<file path="src/rtl/instr_exec_unit_pkg.sv">
// Shared definitions for the instruction execution unit:
// opcode values, instruction field positions and MUL/DIV FSM states.
package instr_exec_unit_pkg;

    localparam int ADDR_W    = 4;
    localparam int OP_W      = 3;

    localparam int AADDR_LSB = 12;
    localparam int BADDR_LSB = 8;
    localparam int OP_LSB    = 5;
    localparam int WADDR_LSB = 1;
    localparam int WE_BIT    = 0;

    localparam logic [OP_W-1:0] OP_IMM = 3'b000;
    localparam logic [OP_W-1:0] OP_ADD = 3'b001;
    localparam logic [OP_W-1:0] OP_MUL = 3'b010;
    localparam logic [OP_W-1:0] OP_DIV = 3'b011;
    localparam logic [OP_W-1:0] OP_SUB = 3'b100;
    localparam logic [OP_W-1:0] OP_AND = 3'b101;
    localparam logic [OP_W-1:0] OP_OR  = 3'b110;
    localparam logic [OP_W-1:0] OP_XOR = 3'b111;

    typedef enum logic [1:0] {
        MD_IDLE,
        MD_LOAD,
        MD_ITER,
        MD_FIN
    } md_state_t;

    // MUL and DIV share the 01x opcode space
    function automatic logic is_muldiv(input logic [OP_W-1:0] op);
        return op[2:1] == 2'b01;
    endfunction

endpackage

</file>
<file path="src/rtl/instr_exec_unit_seq_muldiv.sv">
// Iterative unsigned multiplier / restoring divider, one bit per cycle.
// Ports: clk, rst_n (sync, active-low), start, abort, a, b in;
//        busy, done, product, quot, rem out (results valid while done=1).
module instr_exec_unit_seq_muldiv
    import instr_exec_unit_pkg::*;
#(
    parameter int W = 4
) (
    input  logic           clk,
    input  logic           rst_n,
    input  logic           start,
    input  logic           abort,
    input  logic [W-1:0]   a,
    input  logic [W-1:0]   b,
    output logic           busy,
    output logic           done,
    output logic [2*W-1:0] product,
    output logic [W-1:0]   quot,
    output logic [W-1:0]   rem
);

    localparam int CNT_W = (W > 1) ? $clog2(W) : 1;

    md_state_t      state;
    md_state_t      state_nxt;
    logic [CNT_W-1:0] cnt;
    logic           last;

    logic [2*W-1:0] acc;
    logic [2*W-1:0] mcand;
    logic [W-1:0]   mplier;
    logic [2*W-1:0] acc_nxt;

    logic [W-1:0]   rem_q;
    logic [W-1:0]   quot_q;
    logic [W-1:0]   div_b;
    logic [W:0]     trial;
    logic [W-1:0]   trial_sub;
    logic           ge;
    logic [W-1:0]   rem_nxt;
    logic [W-1:0]   quot_nxt;

    assign last = (cnt == CNT_W'(W - 1));

    always_ff @(posedge clk) begin
        if (!rst_n) begin
            state <= MD_IDLE;
        end else begin
            state <= state_nxt;
        end
    end

    always_comb begin
        state_nxt = state;
        unique case (state)
            MD_IDLE: begin
                if (start) state_nxt = MD_LOAD;
            end
            MD_LOAD: begin
                if (abort) state_nxt = start ? MD_LOAD : MD_IDLE;
                else       state_nxt = MD_ITER;
            end
            MD_ITER: begin
                if (abort)     state_nxt = start ? MD_LOAD : MD_IDLE;
                else if (last) state_nxt = MD_FIN;
            end
            MD_FIN: begin
                state_nxt = start ? MD_LOAD : MD_IDLE;
            end
            default: state_nxt = MD_IDLE;
        endcase
    end

    always_comb begin
        busy = (state == MD_LOAD) || (state == MD_ITER);
        // last step's result is taken combinationally so the owner
        // can register it on the same edge that enters FIN
        done = (state == MD_ITER) && last && !abort;
    end

    // shift-add step
    assign acc_nxt = mplier[0] ? acc + mcand : acc;

    // restoring-divide step; trial - divisor always fits W bits when taken
    assign trial     = {rem_q, quot_q[W-1]};
    assign ge        = trial >= {1'b0, div_b};
    assign trial_sub = trial[W-1:0] - div_b;
    assign rem_nxt   = ge ? trial_sub : trial[W-1:0];
    assign quot_nxt  = {quot_q[W-2:0], ge};

    assign product = acc_nxt;
    assign quot    = quot_nxt;
    assign rem     = rem_nxt;

    always_ff @(posedge clk) begin
        if (!rst_n) begin
            cnt    <= '0;
            acc    <= '0;
            mcand  <= '0;
            mplier <= '0;
            rem_q  <= '0;
            quot_q <= '0;
            div_b  <= '0;
        end else if (state == MD_LOAD) begin
            cnt    <= '0;
            acc    <= '0;
            mcand  <= {{W{1'b0}}, a};
            mplier <= b;
            rem_q  <= '0;
            quot_q <= a;
            div_b  <= b;
        end else if (state == MD_ITER) begin
            cnt    <= cnt + 1'b1;
            acc    <= acc_nxt;
            mcand  <= mcand << 1;
            mplier <= mplier >> 1;
            rem_q  <= rem_nxt;
            quot_q <= quot_nxt;
        end
    end

endmodule

</file>
<file path="src/rtl/instr_exec_unit.sv">
// Executes one 16-bit instruction word against a 16-entry data RAM.
// Ports: CLK_In, RST_n (sync, active-low), Instruction in;
//        Result, Disp_A, Busy, Done, Div_Zero out.
module instr_exec_unit
    import instr_exec_unit_pkg::*;
#(
    parameter int DATA_W = 4,
    parameter int DEPTH  = 16
) (
    input  logic                CLK_In,
    input  logic                RST_n,
    input  logic [15:0]         Instruction,
    output logic [2*DATA_W-1:0] Result,
    output logic [DATA_W-1:0]   Disp_A,
    output logic                Busy,
    output logic                Done,
    output logic                Div_Zero
);

    logic [DATA_W-1:0]   ram [DEPTH];
    logic [15:0]         instr_q;

    logic [ADDR_W-1:0]   aaddr;
    logic [ADDR_W-1:0]   baddr;
    logic [ADDR_W-1:0]   waddr;
    logic [OP_W-1:0]     opcode;
    logic                we;

    logic [DATA_W-1:0]   a;
    logic [DATA_W-1:0]   b;
    logic [DATA_W:0]     sum;
    logic [DATA_W:0]     diff;
    logic [2*DATA_W-1:0] alu_res;

    logic                is_new;
    logic                is_md;
    logic                exec_sc;
    logic                upd;

    logic                md_busy;
    logic                md_done;
    logic [2*DATA_W-1:0] product;
    logic [DATA_W-1:0]   quot;
    logic [DATA_W-1:0]   rem;

    assign aaddr  = Instruction[AADDR_LSB +: ADDR_W];
    assign baddr  = Instruction[BADDR_LSB +: ADDR_W];
    assign opcode = Instruction[OP_LSB +: OP_W];
    assign waddr  = Instruction[WADDR_LSB +: ADDR_W];
    assign we     = Instruction[WE_BIT];

    assign a      = ram[aaddr];
    assign b      = ram[baddr];
    assign Disp_A = a;

    assign is_new = (Instruction != instr_q);
    assign is_md  = is_muldiv(opcode);

    // a new single-cycle op also ends any MUL/DIV in flight, so it
    // executes on its own change edge even if Busy is still high
    assign exec_sc = !is_md && (!md_busy || is_new);
    assign upd     = md_done || exec_sc;
    assign Busy    = md_busy;

    assign sum  = {1'b0, a} + {1'b0, b};
    assign diff = {1'b0, a} - {1'b0, b};

    always_comb begin
        alu_res = '0;
        unique case (opcode)
            OP_IMM: alu_res[ADDR_W-1:0] = baddr;
            OP_ADD: alu_res[DATA_W:0]   = sum;
            OP_SUB: alu_res[DATA_W:0]   = diff;
            OP_AND: alu_res[DATA_W-1:0] = a & b;
            OP_OR:  alu_res[DATA_W-1:0] = a | b;
            OP_XOR: alu_res[DATA_W-1:0] = a ^ b;
            OP_MUL: alu_res             = product;
            OP_DIV: alu_res             = {rem, quot};
        endcase
    end

    instr_exec_unit_seq_muldiv #(
        .W (DATA_W)
    ) u_muldiv (
        .clk     (CLK_In),
        .rst_n   (RST_n),
        .start   (is_new && is_md),
        .abort   (is_new),
        .a       (a),
        .b       (b),
        .busy    (md_busy),
        .done    (md_done),
        .product (product),
        .quot    (quot),
        .rem     (rem)
    );

    always_ff @(posedge CLK_In) begin
        if (!RST_n) begin
            instr_q  <= '0;
            Result   <= '0;
            Done     <= 1'b0;
            Div_Zero <= 1'b0;
            for (int i = 0; i < DEPTH; i++) begin
                ram[i] <= '0;
            end
        end else begin
            instr_q <= Instruction;
            Done    <= md_done || (is_new && !is_md);
            if (upd) begin
                Result <= alu_res;
            end
            if (md_done && opcode == OP_DIV) begin
                Div_Zero <= (b == '0);
            end
            if (we && upd) begin
                ram[waddr] <= alu_res[DATA_W-1:0];
            end
        end
    end

endmodule

</file>
<file path="config.mk">
export PLATFORM = sky130hd
export DESIGN_NAME = instr_exec_unit
export DESIGN_NICKNAME = d
export VERILOG_FILES = /design/src/rtl/instr_exec_unit_pkg.sv /design/src/rtl/instr_exec_unit_seq_muldiv.sv /design/src/rtl/instr_exec_unit.sv
export SDC_FILE = /design/constraint.sdc
export NUM_CORES = 1
export LEC_CHECK = 0
export BUFFER_PORTS_ARGS = -buffer_cell sky130_fd_sc_hd__buf_4
export CAP_MARGIN = 20
export CORE_ASPECT_RATIO = 0.7
export CORE_MARGIN = 2
export CORE_UTILIZATION = 67
export CTS_CLUSTER_DIAMETER = 30
export CTS_CLUSTER_SIZE = 12
export DETAILED_ROUTE_END_ITERATION = 7
export PLACE_DENSITY = 0.93
export SYNTH_ARGS = -nofsm -noshare
export SYNTH_HDL_FRONTEND = slang
export SYNTH_HIERARCHICAL = 1
export SYNTH_SLANG_ARGS = --single-unit
</file>
<file path="constraint.sdc">
create_clock -name CLK_In -period 6.3 [get_ports CLK_In]
set_input_delay 0.315 -clock CLK_In [delete_from_list [all_inputs] [get_ports CLK_In]]
set_output_delay 0.315 -clock CLK_In [all_outputs]
set_load 0.005 [all_outputs]
</file>
==> metrics.csv <==
stage,metric,value,unit
status,outcome,finished clean,
sta,setup_tns,0,ns
power_and_ir_drop,p_int,1.64,mW
min_path,hold_end,instr_q[15],
power_and_ir_drop,clkPwrFrac,42.8,%
min_path,whs_path_depth,2,
drt,wl_per_cell,24.2,µm
power_and_ir_drop,power_leakage,3.10,nW
sta,max_freq,213,MHz
synth,synthTopCellsByArea,"edfxtp_1 25%, dfxtp_1 16%, mux4_2 11%, ha_1 4.8%, nor2_1 4.8%",
cts,clk_latency,0.43,ns
setup_path,required,6.36,ns
sta,post-route-period-util,74.6,%
cells_and_area,insertedDiodeCount,0,
power_and_ir_drop,power_frac_comb,17.0,%
global_routing,grt_pass1_wl,33.4,mm
synth,synth.avg_cell_area,10.6,µm²
cts,numClockSinks,126,
synth,yosys.area.top_type_share,25.3,%
drt,dr.first_iter.drc_count,1164,
drt,wl,21.4,mm
place,dp_hpwl,14.6,mm
cts,cts_tree,yes,
sta,max-slew-margin-rel,26.2,%
sta,finalSetupViolations,0,
floorplanning,die_h,93.0,µm
drt,ant_nets,0,
cts,cts_resized,0,
sta,fin_skew,0.0107,ns
drt,dr.pass1.iters,6,
cts,cts-root-buf,clkbuf_16,
floorplanning,core,11000,µm²
setup_path,regToRegEndpoint,ram[1][2],
synth,netlist_area,7580,µm²
cells_and_area,n_fill_cell,655,
synth,synthFlopType,edfxtp_1,
setup_path,worstPathArrival,4.75,ns
synth,ys_types,72,
min_path,hp-class,in2reg,
power_and_ir_drop,netSwitchingPower,0.681,mW
synth,synthCells,712,
floorplanning,die-area,12200,µm²
synth,postSynth.asyncResetShare,0,%
place,gp_congestion,1.01,
cts,hold_buffers,0,
sta,rsz0062_at_grt,no,
setup_path,cp_cell_sequence,inv_1 -> ha_1 -> clkinv_1 -> nor3b_1 -> nand2b_1 -> o22a_2 -> nand3_2 -> o21ai_0,
setup_path,cp_max_fo,21,
setup_path,cpMaxStageDelayCell,ha_1,
global_routing,gr-total-overflow,0,
setup_path,path_buf_inv,2,
synth,synth_edf_count,64,
synth,synth_commonest_cells,"96 x nor2_1, 64 x edfxtp_1, 62 x dfxtp_1, 37 x nand3_1, 36 x mux4_2",
cells_and_area,syn_to_final_growth,9.72,%
power_and_ir_drop,p_sw_share,29.3,%
flow_run,max-cap-violations,0,
synth,yosysTopAreaCell,edfxtp_1,
cells_and_area,final_cell_area,8320,µm²
setup_path,path_delay_family,simple AND/OR/NAND/NOR gates,
cts,cts_buffers,17,
setup_path,worstSetupPathType,reg2reg,
power_and_ir_drop,power.density,279,nW/µm²
power_and_ir_drop,vdd_ir_drop_max,219,µV
floorplanning,ios,33,
sta,holdWs,0.188,ns
global_routing,grt_pass1_vias,5967,
sta,min_period,4.70,ns
cts,htreeDepth,4,
synth,ys_seq_elements,126,
power_and_ir_drop,seqPwrFrac,40.2,%
setup_path,reg2reg_depth,8,
floorplanning,die_x,131,µm
sta,hold_viol_final,0,
drt,drcViolationCount,0,
place,dpl_cell_area,7730,µm²
drt,vias,6224,
min_path,min_from,Instruction[15],
place,port_buffers,32,
synth,ys_warn_count,6,
global_routing,antenna_found_initial,0,
global_routing,grt_max_degree,71,
cts,cts_buffer_depth,2,
setup_path,r2r_slack,1.60,ns
cells_and_area,drive_gt1_share,17.3,%
sta,report.final.slew_viol_count,0,
setup_path,cp-start-kind,register,
cts,post-cts-setup-buffers,0,
synth,syn_nets,763,
drt,viasPerCell,7.06,
setup_path,cp_slowest_stage_delay,0.91,ns
global_routing,gr-usage-all-layers,36.4,%
cts,clk_pin_slew_worst_paths,0.06,ns
setup_path,reg2reg_from,u_muldiv/state[0],
power_and_ir_drop,power,2.32,mW
synth,ys_seq_area_share,41.7,%
synth,synthMostInstantiatedCell,nor2_1,
floorplanning,start_util,68.9,%
floorplanning,rows,32,
setup_path,crit_path_end_kind,register,
cells_and_area,num-nets-final,767,
sta,tightest_slew,1.11,ns
power by group through the flow:
stage                     Combinational (mW)  Clock [mW]  Sequential, mW
after global routing                   0.420        1.02           0.935
final                                  0.395       0.993           0.932
after detailed placement               0.375           0           0.946
after CTS                              0.382       0.990           0.929
after global placement                 0.358           0           0.941
after floorplan                        0.286           0           0.932
per-layer routing:
layer / vias up / routed length [µm] / global-route usage, %
met3: 100 / 3050 / 11.3
li1: 2599 / - / -
met1: 2957 / 8330 / 50.8
met2: 568 / 9290 / 54.6
met4: 0 / 688 / 12.7
met5: - / 0 / 0
state kept, by name (all words and copies together) (netlist names):
register,flops
Div_Zero,1
Done,1
Result,8
instr_q,16
ram,64
u_muldiv/acc,8
u_muldiv/cnt,2
u_muldiv/div_b,4
u_muldiv/mcand,8
u_muldiv/mplier,4
u_muldiv/quot_q,4
u_muldiv/rem_q,4
u_muldiv/state,2
worst reg2reg max path, delay by kind of cell, from the launching register on:
kind	cells	cell delay, ns
fa+ha+maj	1	0.91
simple gates	3	1.20
buf+inv	2	0.74
flops	1	0.37
compound gates	2	1.10
logic make-up after synthesis:
family | Yosys count | synth area share [%]
fa+ha+maj | 33 | 5.84
xor+xnor | 26 | 3.00
mux | 77 | 16.2
flops | 126 | 41.7
buf+inv | 77 | 5.25
compound gates | 115 | 10.4
simple gates | 258 | 17.6
worst max-delay path by stage:
| stage | start | end | slack (ns) | cells past startpoint |
|---|---|---|---|---|
| 2_1_floorplan | Instruction[12] | ram[0][1] | 2.54 | 14 |
| 3_3_place_gp | u_muldiv/state[0] | ram[1][3] | 2.02 | 8 |
| 3_5_place_dp | u_muldiv/state[0] | ram[1][1] | 1.89 | 8 |
| 4_1_cts | u_muldiv/state[0] | ram[1][2] | 1.81 | 8 |
| 5_1_grt | u_muldiv/state[0] | ram[1][2] | 1.34 | 8 |
| 6_report | u_muldiv/state[0] | ram[1][2] | 1.60 | 8 |
final cells by class:
class	count	area, µm²	area share [%]
repair buffers	33	248	2.98
flip-flops and latches	126	3160	38.0
inverters	29	109	1.31
clock inverters	15	161	1.94
well taps	153	191	2.30
multi-input cells	509	4020	48.3
clock buffers	17	425	5.11
per-stage QoR:
stage / setup WS, ns / cells / util (%)
floorplan: 2.54 / 712 / -
global placement: 2.02 / 850 / 70.2
detailed placement: 1.89 / 850 / 70.2
CTS: 1.81 / 882 / 75.6
global route: 1.34 / 882 / 75.6
finish: 1.60 / 882 / 75.6
layout by cell type (no fill, tap or decap), drive strengths merged, types with 5 or more instances in the layout:
cell type  count
a21oi         24
a22oi          5
and2          18
buf           33
clkbuf        17
clkinv         8
dfxtp         62
edfxtp        64
ha            29
inv           32
mux2           8
mux2i         33
mux4          36
nand2         29
nand2b        12
nand3         40
nor2          96
nor2b         21
nor3           5
nor4           6
o21ai         36
o221ai         5
o31ai          6
xnor2          8
xor2          18
(Power assumes the default switching activity.)
